### config.mk
export PLATFORM = sky130hd
export DESIGN_NAME = midi_note_ctrl
export DESIGN_NICKNAME = d
export VERILOG_FILES = /design/src/rtl/midi_pkg.sv /design/src/rtl/midi_note_ctrl.sv
export SDC_FILE = /design/constraint.sdc
export NUM_CORES = 1
export LEC_CHECK = 0
export CORE_UTILIZATION = 55
export CTS_CLUSTER_SIZE = 40
export DETAILED_ROUTE_END_ITERATION = 12
export DONT_BUFFER_PORTS = 1
export GPL_TIMING_DRIVEN = 0
export PLACE_DENSITY_LB_ADDON = 0.12
export SLEW_MARGIN = 30
export SYNTH_ARGS = -nofsm -noshare
export SYNTH_HDL_FRONTEND = slang
export SYNTH_SLANG_ARGS = --single-unit
### constraint.sdc
create_clock -name clk48m -period 2.6 [get_ports clk48m]
set_clock_uncertainty 0.2 [all_clocks]
set_input_delay 0.52 -clock clk48m [delete_from_list [all_inputs] [get_ports clk48m]]
set_output_delay 0.52 -clock clk48m [all_outputs]
set_load 0.05 [all_outputs]
### src/rtl/midi_pkg.sv
// midi_pkg: constants, parser state type and helpers shared by the MIDI note
// controller.
//   - Status nibble constants for the channel-voice messages.
//   - Byte class thresholds (real-time, system common).
//   - Controller numbers that silence the voice.
//   - Parser state enum and the data-length helper.
package midi_pkg;

  // Channel-voice status nibbles (status byte bits [7:4]).
  localparam logic [3:0] NOTE_OFF = 4'h8;
  localparam logic [3:0] NOTE_ON  = 4'h9;
  localparam logic [3:0] POLY_AT  = 4'hA;
  localparam logic [3:0] CC       = 4'hB;
  localparam logic [3:0] PROG     = 4'hC;
  localparam logic [3:0] CH_AT    = 4'hD;
  localparam logic [3:0] PITCH    = 4'hE;

  // Bytes at or above RT_MIN are real-time and transparent to the parser.
  localparam logic [7:0] RT_MIN   = 8'hF8;
  // Bytes from SYS_MIN up to RT_MIN-1 are system common / SysEx.
  localparam logic [7:0] SYS_MIN  = 8'hF0;

  // Controller numbers that release the sounding note.
  localparam logic [6:0] CC_ALL_SOUND_OFF = 7'd120;
  localparam logic [6:0] CC_ALL_NOTES_OFF = 7'd123;

  // IDLE: no running status; WAIT_D1: status held, expecting data byte 1;
  // WAIT_D2: data byte 1 captured, expecting data byte 2.
  typedef enum logic [1:0] {
    IDLE    = 2'd0,
    WAIT_D1 = 2'd1,
    WAIT_D2 = 2'd2
  } parse_state_t;

  // Number of data bytes that follow a channel status byte.
  function automatic logic [1:0] data_len(input logic [3:0] nib);
    logic [1:0] len;
    case (nib)
      PROG, CH_AT: len = 2'd1;
      default:     len = 2'd2;
    endcase
    return len;
  endfunction

endpackage

### src/rtl/midi_note_ctrl.sv
// midi_note_ctrl: turns a MIDI byte stream into monophonic, last-note-priority
// note events for the envelope, oscillator and amplitude stages.
// Parameters:
//   CHANNEL  channel (0..15) accepted when OMNI = 0
//   OMNI     1 = accept channel messages on every channel
// Ports:
//   clk48m    in   system clock
//   rst       in   asynchronous, active-high reset
//   rx_data   in   8-bit received byte, qualified by rx_valid
//   rx_valid  in   one-cycle strobe per received byte
//   trigger   out  one-cycle pulse on note start / retrigger
//   dehold    out  one-cycle pulse on release of the sounding note
//   gate      out  high while a note is held
//   note      out  current note number
//   velocity  out  velocity of the current note
module midi_note_ctrl
  import midi_pkg::*;
#(
  parameter logic [3:0] CHANNEL = 4'd0,
  parameter logic       OMNI    = 1'b0
) (
  input  logic       clk48m,
  input  logic       rst,
  input  logic [7:0] rx_data,
  input  logic       rx_valid,
  output logic       trigger,
  output logic       dehold,
  output logic       gate,
  output logic [6:0] note,
  output logic [6:0] velocity
);

  parse_state_t state;
  logic [7:0]   status;
  logic [6:0]   d1;

  logic         ch_ok;
  logic         msg_done;
  logic         note_start;
  logic         note_release;
  logic [3:0]   nib;
  logic [6:0]   d2;

  // Decode the message being completed by the current byte into note actions.
  // Only two-byte messages ever affect the outputs, so completion is only
  // tracked in WAIT_D2; one-byte messages are consumed silently by the parser.
  always_comb begin
    nib          = status[7:4];
    d2           = rx_data[6:0];
    ch_ok        = OMNI || (status[3:0] == CHANNEL);
    msg_done     = rx_valid && !rx_data[7] && (state == WAIT_D2) && ch_ok;
    note_start   = 1'b0;
    note_release = 1'b0;
    if (msg_done) begin
      if ((nib == NOTE_ON) && (d2 != 7'd0)) begin
        note_start = 1'b1;
      end else if (((nib == NOTE_ON) || (nib == NOTE_OFF)) && gate && (d1 == note)) begin
        // Release only the note that is actually sounding (last-note priority).
        note_release = 1'b1;
      end else if ((nib == CC) && gate &&
                   ((d1 == CC_ALL_NOTES_OFF) || (d1 == CC_ALL_SOUND_OFF))) begin
        note_release = 1'b1;
      end else begin
        note_start   = 1'b0;
        note_release = 1'b0;
      end
    end else begin
      note_start   = 1'b0;
      note_release = 1'b0;
    end
  end

  // Parser state, running status, captured data and registered note outputs.
  always_ff @(posedge clk48m or posedge rst) begin
    if (rst) begin
      state    <= IDLE;
      status   <= 8'h00;
      d1       <= 7'd0;
      trigger  <= 1'b0;
      dehold   <= 1'b0;
      gate     <= 1'b0;
      note     <= 7'd0;
      velocity <= 7'd0;
    end else begin
      trigger <= note_start;
      dehold  <= note_release;
      if (note_start) begin
        gate     <= 1'b1;
        note     <= d1;
        velocity <= d2;
      end else if (note_release) begin
        gate <= 1'b0;
      end else begin
        gate <= gate;
      end

      if (rx_valid) begin
        if (rx_data >= RT_MIN) begin
          // Real-time bytes pass through without disturbing a message.
          state <= state;
        end else if (rx_data >= SYS_MIN) begin
          // System common drops running status; later data is discarded.
          state <= IDLE;
        end else if (rx_data[7]) begin
          status <= rx_data;
          state  <= WAIT_D1;
        end else begin
          case (state)
            IDLE: state <= IDLE;
            WAIT_D1: begin
              if (data_len(status[7:4]) == 2'd2) begin
                d1    <= rx_data[6:0];
                state <= WAIT_D2;
              end else begin
                state <= WAIT_D1;
              end
            end
            WAIT_D2: state <= WAIT_D1;
            default: state <= IDLE;
          endcase
        end
      end else begin
        state <= state;
      end
    end
  end

endmodule
==> impl_metrics.py <==
metrics = {
    "synth": {
        "syn_inst": 111,
        "synth_area_leader_cell": "dfrtp_1",
        "ys_seq_area_frac": 0.544,
        "ys_ff_latch": 34,
        "synth_fa_ha_area_frac": 0.0160,
        "synth_mux_area_frac": 0.214,
        "synth_area_per_cell_um2": 14.1,
        "synth_area_mm2": 0.00156,
        "yosys.area_share.simple": 0.106,
        "syn_nets": 124,
        "synth_top_family_by_area": "multiplexers",
        "synthTopCellsByArea": "dfrtp_1 54%, mux2_2 14%, mux2_4 7.7%",
        "yosysTopAreaCellShare": 0.544,
        "ys_types": 29,
        "yosysWarnings": 0,
        "synth_xor_area_frac": 0.0448,
        "synth-compound-area-share": 0.0424,
    },
    "clock_network": {
        "cts-buffers-inserted": 5,
        "hold_buffers": 1,
        "clockBufferDepth": 2,
        "cts_resized": 0,
        "cts_root_buffer": "clkbuf_4",
        "cts_setup_buffers": 0,
        "clock-sinks": 34,
        "cts_max_level": 2,
        "clkTransAtPathRegs_ns": 0.10,
        "cts_tree": "yes",
        "clk_latency_ns": 0.32,
    },
    "global_routing": {
        "grt_usage": 0.199,
        "antenna_found_initial": 0,
        "grt_max_degree": 35,
        "grt_pass1_wl_um": 4670,
        "overflow": 0,
        "grt_pass1_vias": 928,
    },
    "critical_path": {
        "cpPeakStageDelay_ns": 0.42,
        "crit_fanout": 10,
        "reg2regPathDepth": 8,
        "arrival_ns": 1.99,
        "cp-start-kind": "flip-flop",
        "critPathCaptureType": "flip-flop",
        "crit_type": "flip-flop to flip-flop",
        "worstPathRequired_ns": 2.60,
        "crit_start": "state[0]$_DFFE_PP0P_",
        "cp_slowest_cell": "dfrtp_1",
        "r2r-start": "state[0]$_DFFE_PP0P_",
        "path_cells": "inv_1 > ha_1 > and4bb_2 > nand2_4 > nor2b_4 > buf_6 > buf_12 > mux2_4",
    },
    "timing": {
        "slew_violations": 0,
        "setup_viol": 0,
        "fmax_mhz": 503,
        "worst_slew_margin_rel": 0.535,
        "finalHoldViolCount": 0,
        "fin_crit_sh": 0.765,
        "fin_setup_tns_ns": 0,
        "fin_crit_ns": 1.99,
        "rsz0062_at_grt": "no",
        "worst_pin_slew_ns": 0.696,
    },
    "route": {
        "finalWirelength_um": 2740,
        "dr_total_vias": 909,
        "wl_per_cell_um": 18.3,
        "drc": 0,
        "route.antenna.remaining_nets": 0,
        "drt_iter0_markers": 17,
        "first_pass_iters": 4,
        "vias_per_cell": 6.06,
    },
    "placement": {
        "port_buffers": 0,
        "place.gp.congestion": 0.794,
        "dpl.hpwl_um": 1910,
    },
    "die": {
        "fp-row-count": 18,
        "start_util": 0.603,
        "fp.dieArea_mm2": 0.00306,
        "coreArea_mm2": 0.00259,
        "die_y_um": 55.3,
        "die_x_um": 55.3,
        "io_pins": 28,
    },
    "outcome": {
        "status": "finished, final reports clean",
    },
    "min_path": {
        "hp-class": "input pin to flip-flop",
        "min_path_cells": 1,
        "hp-start": "rx_data[1]",
    },
    "cells_and_area": {
        "diodes": 0,
        "nNetsFinal": 132,
        "syn2layout_area_growth_pct": 6.89,
        "drive_gt1_frac": 0.342,
        "fin_util": 0.645,
    },
    "power_and_ir_drop": {
        "leakage_uw": 0.000759,
        "total_power_uw": 1130,
        "power_density_mw_per_mm2": 679,
        "vdd_ir_drop_max_uv": 640,
    },
    "run": {
        "maxCapViolations": 0,
    },
}
cells in the final DEF (no fill, tap or decap), types with 2 or more instances in the layout:
| cell | synthesis | layout |
|---|---|---|
| clkbuf_4 | 0 | 5 |
| nand4b_1 | 2 | 2 |
| a21oi_1 | 2 | 2 |
| mux2_2 | 19 | 19 |
| mux2_4 | 8 | 8 |
| nor3_1 | 3 | 3 |
| dfrtp_1 | 34 | 34 |
| xor2_1 | 8 | 8 |
| o21ai_0 | 3 | 3 |
| inv_1 | 5 | 4 |
| nand2_1 | 3 | 3 |
| ha_1 | 2 | 2 |
| nand4bb_1 | 2 | 2 |
| nor4_1 | 4 | 4 |
synth_stat cells:
library cell,count
nand4b_1,2
nand2_1,3
nor3_1,3
a21oi_1,2
nand2_4,1
nor2b_1,1
nand3_1,1
dfrtp_1,34
and2_1,1
buf_6,1
buf_12,1
ha_1,2
xor2_1,8
a211o_1,1
mux2_4,8
a31oi_1,1
inv_1,5
nand4_1,1
nor2b_4,1
nand3b_1,1
o21ai_0,3
a21oi_2,1
a32o_1,1
nand4bb_1,2
and4bb_2,1
o21bai_1,1
nor4_1,4
mux2_2,19
nand2b_1,1
flip-flops by register name (all words and copies together), names as in the netlist:
| register | flops |
|---|---|
| status | 8 |
| d1 | 7 |
| note | 7 |
| velocity | 7 |
| state | 2 |
| dehold | 1 |
| gate | 1 |
| trigger | 1 |
final timing paths:
check / to / slack [ns]
max: velocity[6]$_DFFE_PP0P_ / 0.61
min: velocity[1]$_DFFE_PP0P_ / 0.14
max reg2reg: velocity[6]$_DFFE_PP0P_ / 0.61
min reg2reg: status[3]$_DFFE_PP0P_ / 0.31
max in group asynchronous: status[0]$_DFFE_PP0P_ / 1.19
min in group asynchronous: note[2]$_DFFE_PP0P_ / 0.55
per-layer routing:
| layer | up-vias | global-route usage | share of wire |
|---|---|---|---|
| li1 | 418 | - | - |
| met1 | 456 | 0.280 | 0.48 |
| met2 | 33 | 0.296 | 0.46 |
| met3 | 2 | 0.0679 | 0.053 |
| met4 | 0 | 0.0536 | 0.0044 |
| met5 | - | 0 | 0 |
metrics by stage:
stage          cell area [um2]  std cells  setup slack (ns)  hold slack, ns
2_1_floorplan             1560        111             0.734           0.251
3_5_place_dp              1600        141             0.634           0.274
5_1_grt                   1670        150             0.494           0.125
6_report                  1670        150             0.612           0.140
3_3_place_gp              1600        141             0.643           0.265
4_1_cts                   1670        150             0.612           0.130
kinds of logic (layout without fill, tap and decap cells):
family | count (synthesis) | in the layout
buffers and inverters | 7 | 16
XOR/XNOR | 8 | 8
AO/OA/AOI/OAI | 10 | 10
AND/OR/NAND/NOR | 23 | 23
adder cells (fa/ha/maj) | 2 | 2
multiplexers | 27 | 27
flip-flops | 34 | 34
where the power goes:
group	total (uW)	internal [uW]	leakage (uW)	switching [uW]
sequential	675	593	0.000433	82.3
clock	295	131	0.0000353	164
combinational	164	96.8	0.000290	66.9
total	1130	821	0.000759	313
final cells by class:
type / count / area, um2
plain buffers: 2 / 31.3
clock buffers: 7 / 55.1
clock inverters: 1 / 5.00
fillers: 187 / 920
inverters: 5 / 18.8
multi-input cells: 70 / 662
flip-flops and latches: 34 / 851
well taps: 30 / 37.5
repair buffers: 1 / 10.0
critical path, delay by kind of cell, from the launching register on:
family | cells | cell delay [ns]
mux | 1 | 0.30
flops | 1 | 0.42
buf+inv | 3 | 0.36
fa+ha+maj | 1 | 0.16
simple gates | 3 | 0.44
No activity file was read; power rests on OpenSTA's default activity.
